### config.mk
export PLATFORM = sky130hd
export DESIGN_NAME = alu_branch_unit
export DESIGN_NICKNAME = d
export VERILOG_FILES = /design/src/rtl/alu_branch_unit.sv
export SDC_FILE = /design/constraint.sdc
export NUM_CORES = 1
export LEC_CHECK = 0
export ABC_CLOCK_PERIOD_IN_PS = 4700
export CORE_ASPECT_RATIO = 1.1
export CORE_UTILIZATION = 51
export CTS_CLUSTER_SIZE = 14
export DETAILED_ROUTE_END_ITERATION = 8
export PLACE_DENSITY = 0.83
export SLEW_MARGIN = 20
export SYNTH_ARGS = -nofsm -noshare
export SYNTH_HDL_FRONTEND = slang
export SYNTH_SLANG_ARGS = --single-unit
### constraint.sdc
create_clock -name CLK -period 4.7 [get_ports CLK]
set_input_delay 0.705 -clock CLK [delete_from_list [all_inputs] [get_ports CLK]]
set_output_delay 0.705 -clock CLK [all_outputs]
set_load 0.01 [all_outputs]
### src/rtl/alu_branch_unit.sv
// Execution and program-flow unit: 8-bit ALU with zero flag, PC incrementer,
// branch/jump target adder, flow select and the 32-bit program counter.
module alu_branch_unit (
    input  logic        CLK,
    input  logic        RESET,
    input  logic [7:0]  DATA1,
    input  logic [7:0]  DATA2,
    input  logic [2:0]  ALUOP,
    input  logic        JUMP,
    input  logic        BRANCH,
    input  logic [7:0]  OFFSET,
    output logic [7:0]  RESULT,
    output logic        ZERO,
    output logic [31:0] PC,
    output logic [31:0] NEXT_PC
);

    logic [7:0]  alu_res;
    logic [31:0] pc_q;
    logic [31:0] pc_d;
    logic [31:0] pc_plus4;
    logic [31:0] target;
    logic [31:0] offset_ext;
    logic        take;

    // Reserved opcodes (3'b1xx) yield zero so ZERO reads high for them.
    always_comb begin
        alu_res = 8'h00;
        case (ALUOP)
            3'b000:  alu_res = DATA2;
            3'b001:  alu_res = DATA1 + DATA2;
            3'b010:  alu_res = DATA1 & DATA2;
            3'b011:  alu_res = DATA1 | DATA2;
            default: alu_res = 8'h00;
        endcase
    end

    assign RESULT = alu_res;
    assign ZERO   = ~|alu_res;

    // Offset is in words: sign-extend, then scale by 4.
    assign offset_ext = {{22{OFFSET[7]}}, OFFSET, 2'b00};
    assign pc_plus4   = pc_q + 32'd4;
    assign target     = pc_plus4 + offset_ext;
    assign take       = JUMP | (BRANCH & ZERO);
    assign pc_d       = take ? target : pc_plus4;

    always_ff @(posedge CLK or posedge RESET) begin
        if (RESET) begin
            pc_q <= 32'h0000_0000;
        end else begin
            pc_q <= pc_d;
        end
    end

    assign PC      = pc_q;
    assign NEXT_PC = pc_d;

endmodule

=== Word-level counts from Yosys, hierarchy flattened ===
Cells that the tools add are included.

* Bits in registers: 32
* Logic and storage cells: 16
* Output and inout port bits: 73
* Input bits: 31

* Muxes and demuxes: 2
* Reduce and logical (&&, ||, !) cells: 3
* Bitwise logic cells: 4
* Equality and inequality tests: 3
* Add/subtract/negate cells: 3

{| class="wikitable"
|+ Operators with widths
! cell !! count
|-
| 32-bit by 3-bit adder with 32-bit output (second input constant) || 1
|-
| 32-bit adder || 1
|-
| 32-bit 2-to-1 mux || 1
|-
| 8-bit one-hot mux with 4 select lines || 1
|-
| 8-bit adder || 1
|-
| 8-bit AND || 1
|-
| 8-bit bitwise OR || 1
|-
| 8-bit OR reduction || 1
|-
| 3-bit by 2-bit equality test with 1-bit output (second input constant) || 2
|-
| 3-bit by 1-bit equality test with 1-bit output (second input constant) || 1
|-
| 3-bit logical NOT || 1
|-
| 1-bit AND || 1
|-
| 1-bit logical NOT || 1
|-
| 1-bit bitwise OR || 1
|}

=== Depth between registers and ports, before layout ===
Gate-level depths: netlist of run 1.

* Depth after elaboration: 7
* Mapped depth: 16
* Depth with buffers taken out: 15

=== Worst setup path after synthesis of run 1 ===
Ideal clock, no wire load.

* Path type: flip-flop to output port
* Start: reg pc_q[5] (netlist: PC[5])
* End: out NEXT_PC[28]
* Cell stages (with the launch flop): 17
* Required time: 3995 ps
* Buffers on the path: 1
* Arrival: 3799 ps
* Setup slack: 196 ps
* Cell sequence: dfrtp_1 -> and3_1 -> and3_1 -> nand4_1 -> or2_2 -> clkbuf_1 -> nor2_1 -> xor2_1 -> ha_1 -> a21o_1 -> a21o_1 -> a2111oi_0 -> nor3_1 -> nor4_1 -> a211oi_1 -> xnor2_1 -> o21ai_0

* Longest elaborated chain between the ends: 3

{| class="wikitable"
|+ RTL lines
! item !! line !! RTL
|-
| start, declared || 19 || <nowiki>logic [31:0] pc_q;</nowiki>
|-
| start signal, assigned || 52 || <nowiki>pc_q <= pc_d;</nowiki>
|-
| 32-bit by 3-bit adder with 32-bit output (*) || 43 || <nowiki>assign pc_plus4 = pc_q + 32'd4;</nowiki>
|-
| 32-bit adder || 44 || <nowiki>assign target = pc_plus4 + offset_ext;</nowiki>
|-
| 32-bit 2-to-1 mux (*) || 46 || <nowiki>assign pc_d = take ? target : pc_plus4;</nowiki>
|-
| end, declared || 15 || <nowiki>output logic [31:0] NEXT_PC</nowiki>
|}

Every way passes the cells marked *; elsewhere a longest branch is shown, timed or not.

=== Worst setup path after layout of run 1 ===
* Start: reg pc_q[5] (netlist: PC[5])
* End: out NEXT_PC[31]

The elaborated chain is that of the path after synthesis.

==> results of run 1 <==
-- how the worst max path moves through the flow --
stage / start / endpoint / slack, ns / cells past startpoint
after floorplan: PC[5] / NEXT_PC[28] / 0.20 / 16
after global placement: DATA1[1] / NEXT_PC[23] / -0.29 / 15
after detailed placement: DATA1[0] / NEXT_PC[19] / -0.41 / 15
after CTS: PC[5] / NEXT_PC[30] / -0.08 / 16
after global routing: PC[5] / NEXT_PC[29] / -0.78 / 20
final: PC[5] / NEXT_PC[31] / -0.35 / 20
-- power by group through the flow --
stage / Sequential (mW) / Combinational (mW) / Clock (mW)
2_1_floorplan: 0.581 / 1.63 / 0
3_3_place_gp: 0.508 / 3.20 / 0
3_5_place_dp: 0.515 / 3.33 / 0
4_1_cts: 0.515 / 3.36 / 0.214
5_1_grt: 0.567 / 4.23 / 0.241
6_report: 0.563 / 3.99 / 0.228
-- per-layer routing --
| layer | up-vias | wire length [um] | GRT usage, % | part of all wire (%) |
|---|---|---|---|---|
| met4 | 5 | 1826 | 26.64 | 8.7 |
| met5 | - | 90 | 0.6494 | 0.43 |
| li1 | 2353 | - | - | - |
| met1 | 2645 | 6883 | 44.34 | 33 |
| met3 | 233 | 2906 | 16.48 | 14 |
| met2 | 543 | 9165 | 69.12 | 44 |
-- cell usage after synthesis, types with 3 or more instances --
| cell | n |
|---|---|
| a2111oi_0 | 3 |
| a211o_1 | 5 |
| a211oi_1 | 10 |
| a21o_1 | 17 |
| a21oi_1 | 36 |
| a31o_2 | 3 |
| a31oi_1 | 3 |
| and3_1 | 9 |
| buf_2 | 7 |
| buf_4 | 4 |
| clkbuf_1 | 6 |
| dfrtp_1 | 30 |
| ha_1 | 53 |
| inv_1 | 36 |
| mux2_2 | 4 |
| mux2i_1 | 5 |
| nand2_1 | 65 |
| nand2b_1 | 5 |
| nand3_1 | 20 |
| nand4_1 | 6 |
| nor2_1 | 33 |
| nor3_1 | 13 |
| nor3b_1 | 3 |
| nor4_1 | 7 |
| o211a_1 | 3 |
| o211ai_1 | 6 |
| o21a_1 | 6 |
| o21ai_0 | 35 |
| or2_2 | 3 |
| or4_1 | 3 |
| xnor2_1 | 29 |
| xor2_1 | 22 |
-- per-stage QoR --
step	hold WS (ns)	TNS [ns]	util, %
6_report	0.6679	-2.374	85.76
5_1_grt	0.7226	-8.342	85.76
4_1_cts	0.6738	-0.1258	81.40
3_5_place_dp	0.6729	-7.734	77.39
3_3_place_gp	0.6444	-4.936	77.39
2_1_floorplan	0.7062	0	-
-- final cells by class --
type / count / area, um^2
tap: 108 / 135.1
multi-input combinational: 446 / 3626
sequential: 30 / 750.7
timing repair buffer: 237 / 2017
inverter: 36 / 135.1
antenna: 1 / 2.502
clock buffer: 6 / 82.58
fill: 373 / 1121
-- logic make-up (layout without fill, tap and decap cells) --
kind of cell    count (synthesis)  count (layout)
xor+xnor                       51              51
flops                          30              30
other cells                     1               5
buf+inv                        55             279
compound gates                148             148
mux                             9               9
simple gates                  179             179
fa+ha+maj                      55              55
-- repair_timing --
| item | CTS | global route |
|---|---|---|
| endpoints found under the hold margin | 0 | 0 |
| resized for setup | 72 | 121 |
| gates cloned | 1 | 0 |
| setup endpoints to repair | 30 | 24 |
| pin swaps | 21 | 40 |
| buffers inserted | 14 | 7 |
-- worst max-delay path, stage by stage, from the launching register on --
cell	delay (ns)
dfrtp_1	0.39
and3_4	0.20
and3_4	0.19
buf_6	0.15
inv_1	0.06
nor2_2	0.12
nand2_1	0.18
xnor2_1	0.20
ha_1	0.37
buf_4	0.18
nand2_1	0.06
o21ai_1	0.23
a211oi_1	0.08
buf_4	0.17
a2111oi_4	0.35
o211ai_1	0.19
buf_4	0.18
mux2i_1	0.16
a41oi_2	0.17
xnor2_2	0.23
buf_2	0.17
==> summary.md, run 1 <==
| Metric | Value |
|---|---|
| Synth Area in XOR/XNOR | `a little over a tenth` |
| Nature of the critical path startpoint | `flip-flop` |
| Failing checks | `DRC, setup timing` |
| Grt ovf | `0` |
| Largest family of logic cells by synthesized area | `compound AO/OA/AOI/OAI gates` |
| Slew Viols, Final | `0` |
| Min cycle time layout | `5.049 ns` |
| CTS H-Tree Depth | `2` |
| Hold EP | `PC[27]` |
| Synth area leader | `dfrtp_1` |
| Core Region | `roughly 0.008 mm^2` |
| Syn Inst Count | `528` |
| R2r startpoint | `PC[10]` |
| DRT Pass-1 Iters | `9` |
| RR Endpoint | `PC[30]` |
| RSZ-0062 raised after global routing | `yes` |
| Slew HR | `59.49%` |
| 1st-iter DRT viols | `about 1,100` |
| Logic pwr share | `83.5%` |
| Fmax | `slightly below 0.2 GHz` |
| Reg2Reg Setup Slack | `0.64 ns` |
| Critical path peak fanout | `3` |
| Setup Viol. Count Final | `15` |
| Number of synthesized register bits | `30` |
| Vias per std cell | `6.689` |
| Synth cell types | `61` |
| Die Ht | `just under 100 um` |
| Clock share of power | `4.8%` |
| Post-CTS Hold Buffers | `0` |
| Placed cell count | `about 840` |
| Finished layout cell area | `approximately 0.0067 mm^2` |
| Largest net degree at the start of global routing | `31` |
| Most frequent cells in the layout | `buf_4, clkdlybuf4s50_1, nand2_1` |
| Post-Synth Simple-Gate Area | `20.89%` |
| # IOs | `104` |
| Deepest clock path buffer count | `2` |
| Critical Path AT | `4.34 ns` |
| Worst Clk Skew | `0.01136 ns` |
| Syn avg cell area | `7.827 um^2` |
| Worst Max-Slew Pin Slew | `0.6076 ns` |
| Final worst setup slack | `-0.3489 ns` |
| Final HPWL DP | `11,180 um` |
| Worst skew pair latency | `between 0.3 and 0.4 ns` |
| Hold Path Depth | `3` |
| Hold path start | `PC[27]` |
| Min-delay worst type | `reg2reg` |
| Max-Cap Viols | `0` |
| Sw frac | `51.37%` |
| Clock slew at reported path FFs | `about 0.06 ns` |
| Cell Int Power | `approximately 2.3 mW` |
| Crit. End Element | `output pin` |
| Leak | `roughly 3.2 nW` |
| DP Area | `just over 0.006 mm^2` |
| First-pass GRT wire length | `roughly 27,000 um` |
| Final hold vios | `0` |
| Synthesis-to-layout area growth | `63.31%` |
| Ys Warns | `0` |
| Die area | `0.008468 mm^2` |
| GPL Wtd Cong | `0.9316` |
| Final ANT Viol Nets | `0` |
| Share of cells above drive strength 1 | `about 33%` |
| Dominant cells by area after synthesis | `dfrtp_1, ha_1, xnor2_1` |
| Std-Cell Rows | `34` |
| Total chip power | `4.785 mW` |
| Peak VDD IR | `0.3114 mV` |
| Register area share after synthesis | `between 10% and 20%` |
| Die X | `87.83 um` |
| Clock sink count | `30` |
| Port bufs | `99` |
| Compound-cell area share of the yosys netlist | `between 20% and 30%` |
| DRC errors left | `5` |
| Sequential share of power | `11.8%` |
| Gr usage total | `41.79%` |
| Number of flip-flops under the largest register name | `30` |
| Initial antenna violation count | `1` |
| Clock Tree Root | `clkbuf_8` |
| FFs w/ async S/R, synth | `100.0%` |
| WS Path Type | `reg2out` |
| CTS tree | `yes` |
| Starting Density | `52.51%` |
| Most common cell after layout, fill and taps aside | `buf_4` |
| Adder-cell area share of the yosys netlist | `17.01%` |
| Cts bufs inserted | `5` |
| Final Non-Filler Cells | `roughly 860` |
| Reg2Reg Depth | `16` |
| Vias in the first global route | `5,366` |
| Post-synthesis mux area share | `2.301%` |
| Dpl ws | `-0.4072 ns` |
| Status | `finished, violations left` |
| CP Data Required Time | `about 4.0 ns` |
| DR vias | `5,779` |
| Pwr dens | `709.1 mW/mm^2` |
| Post-synth EDFFs | `0` |
| DRT Wirelength | `20,870 um` |
| DR WL/cell | `24.16 um` |
| Share of the synthesized area in the top cell type | `a little under a fifth` |
| Primary FF master, synth | `dfrtp_1` |
| Layout net count | `between 800 and 900` |
| Final period utilization | `107.4%` |
| Mapped Area | `0.004133 mm^2` |
| Net Sw Power | `2.458 mW` |
Note: power is estimated with default switching activity, not from simulation.
==> inputs of run 2 (changes only) <==
Settings changed: CORE_UTILIZATION 51 to 52, CTS_BUF_LIST set to sky130_fd_sc_hd__clkbuf_4 sky130_fd_sc_hd__clkbuf_8, PLACE_DENSITY 0.83 to 0.84, SETUP_SLACK_MARGIN set to 0.4.
==> run 2 against run 1 <==
Synthesized cell count unchanged. Area after synthesis stayed put. The run now fails in 5_1_grt.
==> summary.md, run 2 <==
| Metric | Value |
|---|---|
| Clock sink count | `30 (unchanged)` |
| FFs w/ async S/R, synth | `100.0% (unchanged)` |
| Syn Inst Count | `528 (unchanged)` |
| Starting Density | `54.69% (+2.2 points)` |
| Std-Cell Rows | `33 (-2.9%)` |
| Post-synth EDFFs | `0 (unchanged)` |
| Mapped Area | `0.004133 mm^2 (unchanged)` |
| Vias in the first global route | `7,330` |
| Synth cell types | `61 (unchanged)` |
| Syn avg cell area | `7.827 um^2 (unchanged)` |
| Gr usage total | `67.42%` |
| Die Ht | `95.50 um (-0.94%)` |
| Placed cell count | `846 (+1.3%)` |
| Deepest clock path buffer count | `2 (unchanged)` |
| Dpl ws | `-0.3147 ns (+0.09253 ns)` |
| Die X | `87 um (-0.95%)` |
| Register area share after synthesis | `18.17% (unchanged)` |
| Share of the synthesized area in the top cell type | `18.17% (unchanged)` |
| Dominant cells by area after synthesis | `dfrtp_1, ha_1, xnor2_1` |
| Number of synthesized register bits | `30 (unchanged)` |
| Synth area leader | `dfrtp_1` |
| First-pass GRT wire length | `41,790 um` |
| Largest net degree at the start of global routing | `31` |
| Fail Step | `5_1_grt` |
| Cts bufs inserted | `5 (unchanged)` |
| Ys Warns | `0 (unchanged)` |
| Final HPWL DP | `11,330 um (+1.4%)` |
| Err | `[ERROR GRT-0116] Global routing finished with congestion. Check the congestion regions in the DRC Viewer.` |
| # IOs | `104 (unchanged)` |
| Top-count cell post-synth | `nand2_1` |
| Port bufs | `99 (unchanged)` |
| Post-CTS Hold Buffers | `0 (unchanged)` |
| Clock Tree Root | `clkbuf_8` |
| CTS H-Tree Depth | `2 (unchanged)` |
| Status | `aborted with a tool error` |
| Primary FF master, synth | `dfrtp_1` |
| Post-synth top cells | `nand2_1, ha_1, a21oi_1, inv_1, o21ai_0` |
| Grt ovf | `5` |
| GPL Wtd Cong | `0.9393 (+0.83%)` |
[run 2: cell counts after synthesis]
Identical to the previous run, type by type.
[run 2: logic make-up after synthesis]
logic type      count (synthesis)  share of synthesized area [%]
simple gates                  179                          20.89
buf+inv                        55                          5.752
compound gates                148                          24.98
fa+ha+maj                      55                          17.01
other cells                     1                        0.09074
mux                             9                          2.301
flops                          30                          18.17
xor+xnor                       51                          10.81
[run 2: repair_timing]
action,CTS
gates cloned,3
resized for setup,225
endpoints found under the hold margin,0
pin swaps,64
setup endpoints to repair,30
setup buffers,33
[run 2: layer usage]
metal	overflow	global-route usage (%)
met5	0	1.299
met4	5	69.31
met3	0	44.33
met2	0	90.55
met1	0	67.54
[run 2: stage by stage]
stage / utilization, % / instance area [um^2]
4_1_cts: 95.13 / 7188
3_3_place_gp: 82.02 / 6197
2_1_floorplan: - / 4163
3_5_place_dp: 82.02 / 6197
==> inputs of run 3 (changes only) <==
Settings changed: CORE_ASPECT_RATIO 1.1 to not set, CORE_UTILIZATION 52 to 40, CTS_BUF_LIST sky130_fd_sc_hd__clkbuf_4 sky130_fd_sc_hd__clkbuf_8 to not set, CTS_CLUSTER_SIZE 14 to not set, PLACE_DENSITY 0.84 to not set, PLACE_DENSITY_LB_ADDON set to 0.15, SETUP_SLACK_MARGIN 0.4 to not set.
==> run 3 against run 2 <==
The flow now finishes without violations.
==> summary.md, run 3 (same netlist as run 1, synthesis figures left out) <==
| Metric | Value |
|---|---|
| Finished layout cell area | `0.006985 mm^2` |
| Crit path cell chain | `and3_4, and3_4, nand4_1, or2_4, buf_8, nor3b_2, xor2_1, ha_1, buf_6, nand4_1, nor2_1, o31a_1, nor2_2, or4_1, a32o_2, buf_6` |
| Final period utilization | `around 100%` |
| Gr usage total | `26.79%` |
| Grt ovf | `0` |
| Antenna diodes | `0` |
| Final ANT Viol Nets | `0` |
| Core Region | `between 0.009 and 0.01 mm^2` |
| CP Data Required Time | `between 3 and 4 ns` |
| Highest routed layer | `met4` |
| DRC errors left | `0` |
| Fmax | `about 0.21 GHz` |
| Critical Path Max Stage Delay | `0.47 ns` |
| WS Path Type | `reg2out` |
| Share of cells above drive strength 1 | `35.46%` |
| Min-delay worst type | `reg2reg` |
| Slew Viols, Final | `0` |
| Worst Max-Slew Pin Slew | `0.5870 ns` |
| Deepest clock path buffer count | `2 (unchanged)` |
| CTS H-Tree Depth | `2 (unchanged)` |
| Critical path peak fanout | `6` |
| Final Non-Filler Cells | `~920` |
| Layout net count | `870` |
| Leak | `roughly 3.3 nW` |
| First-pass GRT wire length | `23,360 um` |
| Worst skew pair latency | `0.30 ns` |
| GPL Wtd Cong | `0.9191 (-2.2%)` |
| Max-Cap Viols | `0` |
| Most common cell after layout, fill and taps aside | `buf_4` |
| Number of flip-flops under the largest register name | `30` |
| Fin util | `70.49%` |
| Largest net degree at the start of global routing | `31` |
| DRT Wirelength | `between 10,000 and 15,000 um` |
| Die Ht | `103.6 um (+8.5%)` |
| Most frequent cells in the layout | `buf_4, clkdlybuf4s50_1, nand2_1` |
| Std-Cell Rows | `36 (+9.1%)` |
| Fill cell count | `798` |
| Setup Viol. Count Final | `0` |
| Placed cell count | `882 (+4.3%)` |
| Final hold vios | `0` |
| DP Area | `0.006287 mm^2 (+1.5%)` |
| Synthesis-to-layout area growth | `69.03%` |
| Crit. End Element | `output pin` |
| Top delay family on crit path | `simple AND/OR/NAND/NOR gates` |
| Vias per std cell | `5.411` |
| # IOs | `104 (unchanged)` |
| Die area | `0.01074 mm^2` |
| CTS tree | `yes` |
| DR WL/cell | `16.30 um` |
| Pwr dens | `about 640 mW/mm^2` |
| Slowest-stage cell, CP | `or4_1` |
| Post-CTS Hold Buffers | `0 (unchanged)` |
| Clock sink count | `30 (unchanged)` |
| Min cycle time layout | `4.685 ns` |
| Die X | `103.6 um (+19%)` |
| Register area | `754.5 um^2` |
| Critical Path AT | `a little under 4 ns` |
| Vias in the first global route | `4,879` |
| 1st-iter DRT viols | `238` |
| Slew HR | `59.85%` |
| Met1 WL | `6559 um` |
| Worst Clk Skew | `0.01243 ns` |
| Total chip power | `4.478 mW` |
| Clock Tree Root | `clkbuf_8` |
| Final HPWL DP | `10,990 um (-3.0%)` |
| Cts bufs inserted | `5 (unchanged)` |
| Peak VDD IR | `0.3416 mV` |
| DRT Pass-1 Iters | `4` |
| Port bufs | `99 (unchanged)` |
| Starting Density | `41.70% (-13 points)` |
| Nature of the critical path startpoint | `flip-flop` |
| Met2 wire len | `7510 um` |
| Multi-input gate area | `about 0.0036 mm^2` |
| DR vias | `4,962` |
| Initial antenna violation count | `0` |
| Status | `finished clean` |
| RSZ-0062 raised after global routing | `yes` |
| WP buf/inv | `3` |
| Met3 wire length | `around 600 um` |
| Clock slew at reported path FFs | `roughly 0.07 ns` |
## run 3: power breakdown
| part | total, mW | leakage (nW) | switching (mW) | internal [mW] |
|---|---|---|---|---|
| logic | 3.72 | 2.89 | 1.79 | 1.93 |
| registers | 0.539 | 0.359 | 0.141 | 0.398 |
| clock network | 0.219 | 0.0438 | 0.119 | 0.0997 |
## run 3: cell type report
class,instances,area share (%)
Timing Repair Buffer,265,31.88
Sequential cell,30,10.80
Tap cell,133,2.382
Clock inverter,2,0.1433
Clock buffer,5,0.9851
Multi-Input combinational cell,446,51.87
Inverter,36,1.934
## run 3: stage by stage
stage               setup TNS [ns]  hold WS, ns  setup slack, ns
floorplan                        0       0.7062           0.1962
global placement            -7.257       0.6439          -0.4014
detailed placement          -7.901       0.6457          -0.4391
CTS                       -0.03392       0.6529         -0.02503
global route               -0.6117       0.7133          -0.2055
finish                           0       0.6679          0.01473
## run 3: path summary, 6_finish.rpt
path	startpoint	end	slack [ns]	cells past startpoint
min in group asynchronous	RESET	PC[25]	0.80	3
setup reg to reg	PC[5]	PC[27]	0.88	20
setup / recovery	PC[5]	NEXT_PC[30]	0.01	16
hold / removal	PC[31]	PC[31]	0.67	2
max in group asynchronous	RESET	PC[19]	3.57	3
hold reg to reg	PC[31]	PC[31]	0.67	2
## run 3: per-layer routing
layer	GRT usage, %	vias to the layer above
met2	47.27	146
met1	34.05	2373
li1	-	2421
met3	2.895	22
met5	0	-
met4	8.385	0
## run 3: tightest hold or removal path: stages (launching register included)
cell	delay (ns)
dfrtp_1	0.37
xnor2_1	0.17
xnor2_2	0.08
## run 3: timing repair
item,4_1_cts,5_1_grt
gates resized for setup,87,85
pin swaps,18,35
endpoints found under the setup margin,30,28
gates cloned,1,0
setup buffers,14,14
==> inputs of run 4 (changes only) <==
Settings changed: MAX_ROUTING_LAYER set to met4.
==> run 4 against run 3 <==
The flow now finishes with violations (setup timing). Wire length grew 2.2%. Via count rose by 1.5%. Clock power rose by 30%. Clock skew is 0.0050 ns lower. Largest cell class unchanged.
==> summary.md, run 4 (same netlist as run 1, synthesis figures left out) <==
| Metric | Value |
|---|---|
| Status | `finished, violations left` |
| Failing checks | `setup timing` |
| Final period utilization | `103.8% (+4.2 points)` |
| Fill cell count | `777 (-2.6%)` |
| Reg2Reg Setup Slack | `0.70 ns (-0.18 ns)` |
| Crit. End Element | `output pin` |
| Fmax | `0.2049 GHz (-4.0%)` |
| Min cycle time layout | `4.881 ns (+0.1953 ns)` |
| Slowest-stage cell, CP | `dfrtp_1` |
| Clock slew at reported path FFs | `0.07 ns (about the same)` |
| Starting Density | `41.70% (unchanged)` |
| Layout net count | `886 (+1.8%)` |
| Die Ht | `103.6 um (unchanged)` |
| Number of flip-flops under the largest register name | `30 (unchanged)` |
| Largest net degree at the start of global routing | `31 (unchanged)` |
| Worst path depth | `21 (+5)` |
| Reg2Reg Depth | `21 (+5.0%)` |
| Final hold vios | `0 (unchanged)` |
| WP buf/inv | `7 (+4)` |
| Vias in the first global route | `4,876 (-0.061%)` |
| Grt ovf | `0 (unchanged)` |
| CTS H-Tree Depth | `2 (unchanged)` |
| Port bufs | `99 (unchanged)` |
| Finished layout cell area | `0.007128 mm^2 (+2.0%)` |
| CP Data Required Time | `3.99 ns (about the same)` |
| Peak VDD IR | `0.3503 mV (+2.5%)` |
| Vias per std cell | `5.399 (-0.23%)` |
| DRT Pass-1 Iters | `4 (unchanged)` |
| Deepest clock path buffer count | `2 (unchanged)` |
| R2r startpoint | `PC[5]` |
| Critical Path Max Stage Delay | `0.39 ns (-0.08 ns)` |
| DR vias | `5,037 (+1.5%)` |
| Die X | `103.6 um (unchanged)` |
| Crit path from | `PC[5]` |
| Placed cell count | `871 (-1.2%)` |
| Final HPWL DP | `10,930 um (-0.54%)` |
| Synthesis-to-layout area growth | `72.48%` |
| Final Non-Filler Cells | `933 (+1.7%)` |
| RSZ-0062 raised after global routing | `yes` |
| Gr usage total | `27.28% (+0.49 points)` |
| DRT Wirelength | `15,270 um (+2.2%)` |
| Cell mode on critical path | `buf_4` |
| Antenna diodes | `0 (unchanged)` |
| Setup Viol. Count Final | `3 (+3)` |
| 1st-iter DRT viols | `194 (-18%)` |
| Top delay family on crit path | `buffers and inverters` |
| Share of cells above drive strength 1 | `35.88% (+0.42 points)` |
| DR WL/cell | `16.37 um (+0.46%)` |
| Worst Clk Skew | `0.007445 ns (-0.004982 ns)` |
| Die area | `0.01074 mm^2 (unchanged)` |
| Crit path cell chain | `and3_4, and3_4, buf_6, nand3_4, buf_6, nor2_4, xor2_2, ha_4, nand4_1, a211oi_2, a211oi_2, buf_4, a2111oi_4, buf_4, buf_4, buf_4, nor3_2, o221ai_2, xor2_1, mux2_2, buf_2` |
| Worst skew pair latency | `0.29 ns (about the same)` |
| Cts bufs inserted | `5 (unchanged)` |
| First-pass GRT wire length | `23,210 um (-0.65%)` |
| Worst setup endpoint | `NEXT_PC[29]` |
| Slew HR | `64.28% (+4.4 points)` |
| GPL Wtd Cong | `0.9159 (-0.35%)` |
| Worst Max-Slew Pin Slew | `0.5223 ns (-0.06474 ns)` |
| Final ANT Viol Nets | `0 (unchanged)` |
| DRC errors left | `0 (unchanged)` |
| WS Path Type | `reg2out` |
| Leak | `3.382 nW (+2.6%)` |
| Most frequent cells in the layout | `buf_4, clkdlybuf4s50_1, nand2_1` |
| Max-Cap Viols | `0 (unchanged)` |
| DP Area | `0.006217 mm^2 (-1.1%)` |
| Fin Hold WS | `0.6832 ns (+0.01529 ns)` |
| Clock sink count | `30 (unchanged)` |
| Critical path peak fanout | `3 (-3)` |
| Std-Cell Rows | `36 (unchanged)` |
| CTS tree | `yes` |
| Critical Path AT | `4.18 ns (+0.20 ns)` |
| Min-delay worst type | `reg2reg` |
| Clock Tree Root | `clkbuf_8` |
| Initial antenna violation count | `0 (unchanged)` |
| Final worst setup slack | `-0.1805 ns (-0.1953 ns)` |
| Slew Viols, Final | `0 (unchanged)` |
| RR Endpoint | `PC[27]` |
| Pwr dens | `640.8 mW/mm^2 (about the same)` |
| Fin util | `71.93% (+1.4 points)` |
| # IOs | `104 (unchanged)` |
| Most common cell after layout, fill and taps aside | `buf_4` |
| Post-CTS Hold Buffers | `0 (unchanged)` |
| Core Region | `0.009910 mm^2 (unchanged)` |
| Nature of the critical path startpoint | `flip-flop` |
-- run 4: cell count changes in the layout (fill, tap and decap cells not counted), moves of 3 or more --
cell,delta
a21oi_1,+3
a21oi_2,-3
buf_2,+3
buf_4,+12
clkbuf_2,-5
dlygate4sd2_1,+3
-- run 4: worst min-delay path by stage --
| stage | start | endpoint | slack [ns] | depth (start not counted) |
|---|---|---|---|---|
| floorplan | PC[14] | PC[14] | 0.71 | 3 |
| global route | PC[31] | PC[31] | 0.72 | 2 |
| global placement | PC[31] | PC[31] | 0.64 | 2 |
| detailed placement | PC[31] | PC[31] | 0.63 | 2 |
| finish | PC[31] | PC[31] | 0.68 | 2 |
| CTS | PC[31] | PC[31] | 0.64 | 2 |
-- run 4: final cells by class --
cell class	instances	area (um^2)	share of cell area, %
Multi-Input combinational cell	446	3585	50.29
Tap cell	133	166.4	2.335
Timing Repair Buffer	281	2377	33.35
Sequential cell	30	752.0	10.55
Clock buffer	6	82.58	1.159
Clock inverter	1	30.03	0.4213
Inverter	36	135.1	1.896
-- run 4: report_power, final --
| group | leakage, nW | switching, mW | internal, mW |
|---|---|---|---|
| clock | 0.0573 | 0.115 | 0.170 |
| sequential | 0.361 | 0.139 | 0.396 |
| combinational | 2.96 | 1.81 | 1.94 |
| total | 3.38 | 2.06 | 2.50 |
-- run 4: what timing repair did --
item	CTS	global route
cloned	0	1
setup endpoints to repair	30	25
buffers inserted	29	26
gates resized for setup	95	73
pin swaps	30	32
-- run 4: through the flow --
stage	TNS [ns]	setup WS (ns)	power [mW]
floorplan	0	0.1962	2.207
global placement	-6.348	-0.4016	3.815
detailed placement	-7.090	-0.3623	3.879
CTS	-0.1298	-0.1298	4.314
global route	-1.686	-0.3049	4.861
finish	-0.4801	-0.1805	4.568
-- run 4: layer usage --
layer,track usage (%),routed length [um],vias to the layer above
li1,-,-,2447
met4,8.178,398,0
met1,33.81,6537,2396
met2,46.55,7662,162
met5,-,0,-
met3,3.021,674,32
-- run 4: worst min-delay path, delay by kind of cell (launching register included) --
family	cells	cell delay (ns)
xor+xnor	2	0.26
flops	1	0.37
